<file path="src/rtl/dp_result_collector.sv">
// Collects datapath results behind a fixed-latency tag pipe and queues them for a
// valid/ready consumer; a credit check on issue keeps the result FIFO from overflowing.
module dp_result_collector #(
   parameter int N     = 16,
   parameter int PIPE  = 2,
   parameter int DEPTH = 4
) (
   input  logic                     clk,
   input  logic                     rst,
   input  logic                     issue_valid,
   input  logic [2:0]               issue_opcode,
   output logic                     issue_ready,
   input  logic [N-1:0]             dp_Y,
   input  logic                     dp_co,
   output logic                     res_valid,
   input  logic                     res_ready,
   output logic [N-1:0]             res_Y,
   output logic                     res_co,
   output logic [2:0]               res_opcode,
   output logic [$clog2(DEPTH):0]   count,
   output logic                     drop_err
);

   localparam int AW = $clog2(DEPTH);
   localparam int CW = AW + 1;

   logic          accept;
   logic          pop;
   logic          ret_valid;
   logic [2:0]    ret_tag;
   logic [CW:0]   inflight;
   logic [CW:0]   credit;
   logic [AW-1:0] wptr;
   logic [AW-1:0] rptr;

   logic [N-1:0]  mem_y   [DEPTH];
   logic          mem_co  [DEPTH];
   logic [2:0]    mem_tag [DEPTH];

   assign res_valid   = (count != '0);
   assign pop         = res_valid & res_ready;
   // Every op already in the pipe owns a future FIFO slot, so it counts against credit.
   assign credit      = {1'b0, count} + inflight - (CW+1)'(pop);
   assign issue_ready = (credit < (CW+1)'(DEPTH));
   assign accept      = issue_valid & issue_ready;

   generate
      if (PIPE == 0) begin : g_direct
         assign ret_valid = accept;
         assign ret_tag   = issue_opcode;
         assign inflight  = '0;
      end else begin : g_pipe
         logic [PIPE-1:0] stage_v;
         logic [2:0]      stage_tag [PIPE];

         always_ff @(posedge clk) begin
            if (rst) begin
               stage_v <= '0;
               for (int i = 0; i < PIPE; i++) stage_tag[i] <= '0;
            end else begin
               stage_v[0]   <= accept;
               stage_tag[0] <= issue_opcode;
               for (int i = 1; i < PIPE; i++) begin
                  stage_v[i]   <= stage_v[i-1];
                  stage_tag[i] <= stage_tag[i-1];
               end
            end
         end

         always_comb begin
            inflight = '0;
            for (int i = 0; i < PIPE; i++) inflight = inflight + (CW+1)'(stage_v[i]);
         end

         assign ret_valid = stage_v[PIPE-1];
         assign ret_tag   = stage_tag[PIPE-1];
      end
   endgenerate

   always_ff @(posedge clk) begin
      if (!rst && ret_valid) begin
         mem_y[wptr]   <= dp_Y;
         mem_co[wptr]  <= dp_co;
         mem_tag[wptr] <= ret_tag;
      end
   end

   always_ff @(posedge clk) begin
      if (rst) begin
         wptr     <= '0;
         rptr     <= '0;
         count    <= '0;
         drop_err <= 1'b0;
      end else begin
         if (ret_valid) wptr <= wptr + AW'(1);
         if (pop)       rptr <= rptr + AW'(1);
         case ({ret_valid, pop})
            2'b10:   count <= count + CW'(1);
            2'b01:   count <= count - CW'(1);
            default: count <= count;
         endcase
         if (issue_valid && !issue_ready) drop_err <= 1'b1;
      end
   end

   // Head reads as zero while empty so stale entries never leak out after a reset.
   assign res_Y      = res_valid ? mem_y[rptr]   : '0;
   assign res_co     = res_valid ? mem_co[rptr]  : 1'b0;
   assign res_opcode = res_valid ? mem_tag[rptr] : 3'b000;

endmodule

</file>
<file path="config.mk">
export PLATFORM = sky130hd
export DESIGN_NAME = dp_result_collector
export DESIGN_NICKNAME = d
export VERILOG_FILES = /design/src/rtl/dp_result_collector.sv
export SDC_FILE = /design/constraint.sdc
export NUM_CORES = 1
export LEC_CHECK = 0
export CAP_MARGIN = 20
export CORE_MARGIN = 2
export CORE_UTILIZATION = 50
export CTS_BUF_LIST = sky130_fd_sc_hd__clkbuf_8 sky130_fd_sc_hd__clkbuf_16
export DETAILED_ROUTE_END_ITERATION = 12
export PLACE_DENSITY = 0.73
export SYNTH_ARGS = -nofsm -noshare
export SYNTH_HDL_FRONTEND = slang
export SYNTH_SLANG_ARGS = --single-unit
export TNS_END_PERCENT = 30
</file>
<file path="constraint.sdc">
create_clock -name clk -period 5.1 [get_ports clk]
set_input_delay 1.53 -clock clk [delete_from_list [all_inputs] [get_ports clk]]
set_output_delay 1.53 -clock clk [all_outputs]
set_load 0.03 [all_outputs]
</file>
==> impl_metrics.csv <==
group,metric,value,unit
outcome,outcome,"complete, no violations",
floorplan,io_pins,50,
logic_synthesis,number_of_enable_type_register_cells_in_the_synthesized_netlist,80,
sta,finalHoldViolations,0,
layout,finalNetCount,314,
layout,filler_cell_count,496,
global_route,grt_max_degree,23,
placement,io_buffers,49,
logic_synthesis,synth_largest_type_area_fraction,62.58,%
power,report.power.total,2166,uW
logic_synthesis,syn_inst,212,
setup_path,sort_of_element_at_the_end_of_the_critical_path,"primary output",
layout,fin_util,64.35,%
sta,achievable-frequency,199.3,MHz
sta,finClkSkew,0.005602,ns
setup_path,rrSetupSlack,2.42,ns
logic_synthesis,synth.top_cells.by_area,"sky130_fd_sc_hd__edfxtp_1, sky130_fd_sc_hd__mux4_2, sky130_fd_sc_hd__dfxtp_1",
setup_path,cp-start-kind,"input port",
logic_synthesis,synth-warning-count,0,
placement,dpl.hpwl,3924,um
power,p_per_area,459.2,nW/um^2
global_route,global_route_wire_length_before_repair,9397,um
logic_synthesis,synth_cell_type_count,27,
logic_synthesis,number_of_register_bits_inferred_by_synthesis,98,
logic_synthesis,synthFlopType,"sky130_fd_sc_hd__edfxtp_1",
layout,area_occupied_by_multi_input_gates,1001,um^2
placement,instance_count_after_placement_with_tap_cells_included,366,
sta,worst-slew-pin-transition,0.8012,ns
floorplan,die_area,8394,um^2
cts,cts_max_level,3,
cts,cts_tree,"built",
drt,post_drt_via_cell_ratio,5.003,
layout,finish.cell_count_without_fillers,383,
logic_synthesis,yosysSeqAreaShare,71.97,%
logic_synthesis,synth_nets,247,
layout,fraction_of_final_layout_cells_with_drive_strength_greater_than_1,19.37,%
sta,timing.final.crit_share,98.40,%
layout,area_growth_syn_to_layout,22.88,%
logic_synthesis,synthesis.area_per_instance,18.11,um^2
floorplan,die_w,91.62,um
sta,relSlewSlack,46.59,%
drt,drt_pass1_iterations,4,
placement,placement.cell_area,4519,um^2
cts,clock_sinks,98,
power,vdd_ir_drop_max,0.3577,mV
layout,sequential_cell_area,2763,um^2
floorplan,rows,31,
layout,antenna-diode-count,0,
global_route,grt_usage,15.07,%
floorplan,die_h,91.62,um
sta,finalCriticalPeriod,5.019,ns
drt,drt_wl_total,5877,um
power,leakagePower,0.001576,uW
floorplan,floorplan.core_area,7331,um^2
sta,report.final.slew_viol_count,0,
logic_synthesis,synth_most_common_cell,"sky130_fd_sc_hd__edfxtp_1",
sta,rsz_0062_raised_after_global_routing,"no",
global_route,grt_pass1_vias,1914,
drt,wl_per_cell,15.34,um
min_path,hold_path_class,"reg2reg",
logic_synthesis,synth_commonest_cells,"sky130_fd_sc_hd__edfxtp_1, sky130_fd_sc_hd__and2_1, sky130_fd_sc_hd__mux4_2",
cts,numCtsBuffers,9,
cts,cts.reportedPaths.clkPinSlew,0.09,ns
placement,place.gp.congestion,0.7328,
drt,drc,0,
floorplan,initial_cell_density_of_the_core,52.36,%
setup_path,worstPathMaxFanout,2,
sta,finalSetupViolations,0,
logic_synthesis,post_synth_instance_area,3839,um^2
run,number_of_max_cap_violations,0,
global_route,overflow,0,
cts,hold_fix_buffers_at_cts,0,
logic_synthesis,synthDominantAreaCellType,"sky130_fd_sc_hd__edfxtp_1",
drt,num_vias,1916,
setup_path,crit_type,"in2out",
drt,initial_drc_count,137,
setup_path,critPathRequiredTime,3.57,ns
setup_path,cp_data_arrival_time,3.49,ns
cts,clkLatencyLatePin,0.35,ns
drt,postRouteAntennaNets,0,
cts,clock_tree.buffer_depth,2,
logic_synthesis,synth-async-reset-ratio,0,%
layout,finish.instance_area,4717,um^2
global_route,grt_antenna_before_repair,0,
cts,clock_tree.root_cell,"sky130_fd_sc_hd__clkbuf_8",
[flip-flops by register name (all words and copies together), names as in the netlist, named ones only]
name,cells
mem_y,64
wptr,2
mem_tag,12
count,3
g_pipe.stage_v,2
drop_err,1
rptr,2
mem_co,4
g_pipe.stage_tag,6
[critical path: stages]
cell	delay, ns
sky130_fd_sc_hd__dlygate4sd2_1	0.24
sky130_fd_sc_hd__and2_4	0.14
sky130_fd_sc_hd__ha_1	0.18
sky130_fd_sc_hd__inv_1	0.06
sky130_fd_sc_hd__ha_1	0.23
sky130_fd_sc_hd__and3b_4	0.18
sky130_fd_sc_hd__or4b_4	0.48
sky130_fd_sc_hd__a21oi_2	0.19
sky130_fd_sc_hd__or2_1	0.14
sky130_fd_sc_hd__buf_6	0.13
[layer usage]
| metal | part of all wire, % | up-vias | GRT usage, % | wire length (um) |
|---|---|---|---|---|
| met2 | 53 | 45 | 26.65 | 3111 |
| li1 | - | 927 | - | - |
| met4 | 1.9 | 0 | 7.576 | 109 |
| met5 | 0 | - | 0 | 0 |
| met3 | 3.5 | 9 | 2.547 | 208 |
| met1 | 42 | 935 | 17.75 | 2448 |
[cells by family after synthesis]
group	count (synthesis)	synth area share (%)
XOR/XNOR	5	1.141
buffers and inverters	20	2.021
multiplexers	21	11.99
AND/OR/NAND/NOR	50	7.855
adder cells (fa/ha/maj)	11	3.781
AO/OA/AOI/OAI	7	1.238
flip-flops	98	71.97
[stage by stage]
| step | hold slack [ns] | TNS [ns] | setup slack, ns |
|---|---|---|---|
| finish | 0.4421 | 0 | 0.08148 |
| global route | 0.4653 | 0 | 0.005141 |
| CTS | 0.4459 | 0 | 0.09039 |
| detailed placement | 0.4231 | -0.1380 | -0.1380 |
| global placement | 0.4207 | -0.05821 | -0.05821 |
| floorplan | 0.4138 | 0 | 0.3525 |
[path summary, 6_finish.rpt]
check                                       startpoint                     end  depth (start not counted)
worst max-delay path                         res_ready             issue_ready                         10
worst min-delay path            g_pipe.stage_tag[0][1]  g_pipe.stage_tag[0][4]                          1
worst max register to register                count[2]                drop_err                         11
worst min register to register  g_pipe.stage_tag[0][1]  g_pipe.stage_tag[0][4]                          1
[placed cells by master (no fill, tap or decap), types with 3 or more instances in the layout]
cell type / count
sky130_fd_sc_hd__dfxtp_1: 18
sky130_fd_sc_hd__xor2_1: 3
sky130_fd_sc_hd__mux4_2: 20
sky130_fd_sc_hd__edfxtp_1: 80
sky130_fd_sc_hd__ha_1: 10
sky130_fd_sc_hd__or3_1: 3
sky130_fd_sc_hd__buf_4: 14
sky130_fd_sc_hd__and2_1: 24
sky130_fd_sc_hd__clkdlybuf4s50_1: 47
sky130_fd_sc_hd__nor2b_1: 7
sky130_fd_sc_hd__clkbuf_8: 9
sky130_fd_sc_hd__nor2_1: 9
sky130_fd_sc_hd__inv_1: 13
[cell type report]
cell class	count	area share [%]
sequential	98	58.57
multi-input combinational	94	21.22
timing repair buffer	63	12.63
clock buffer	9	2.626
tap	99	2.626
clock inverter	7	1.300
inverter	13	1.034
[power by group]
group / internal, uW / switching [uW] / total, uW / leakage, uW
Combinational: 375 / 419 / 794 / 0.000612
Clock: 186 / 264 / 450 / 0.0000936
Sequential: 900 / 22.0 / 922 / 0.000870
[what timing repair did]
action,in CTS,in global routing
resized for setup,3,0
setup buffers,1,0
setup endpoints to repair,1,0
Power figures use the tool's default switching activity.
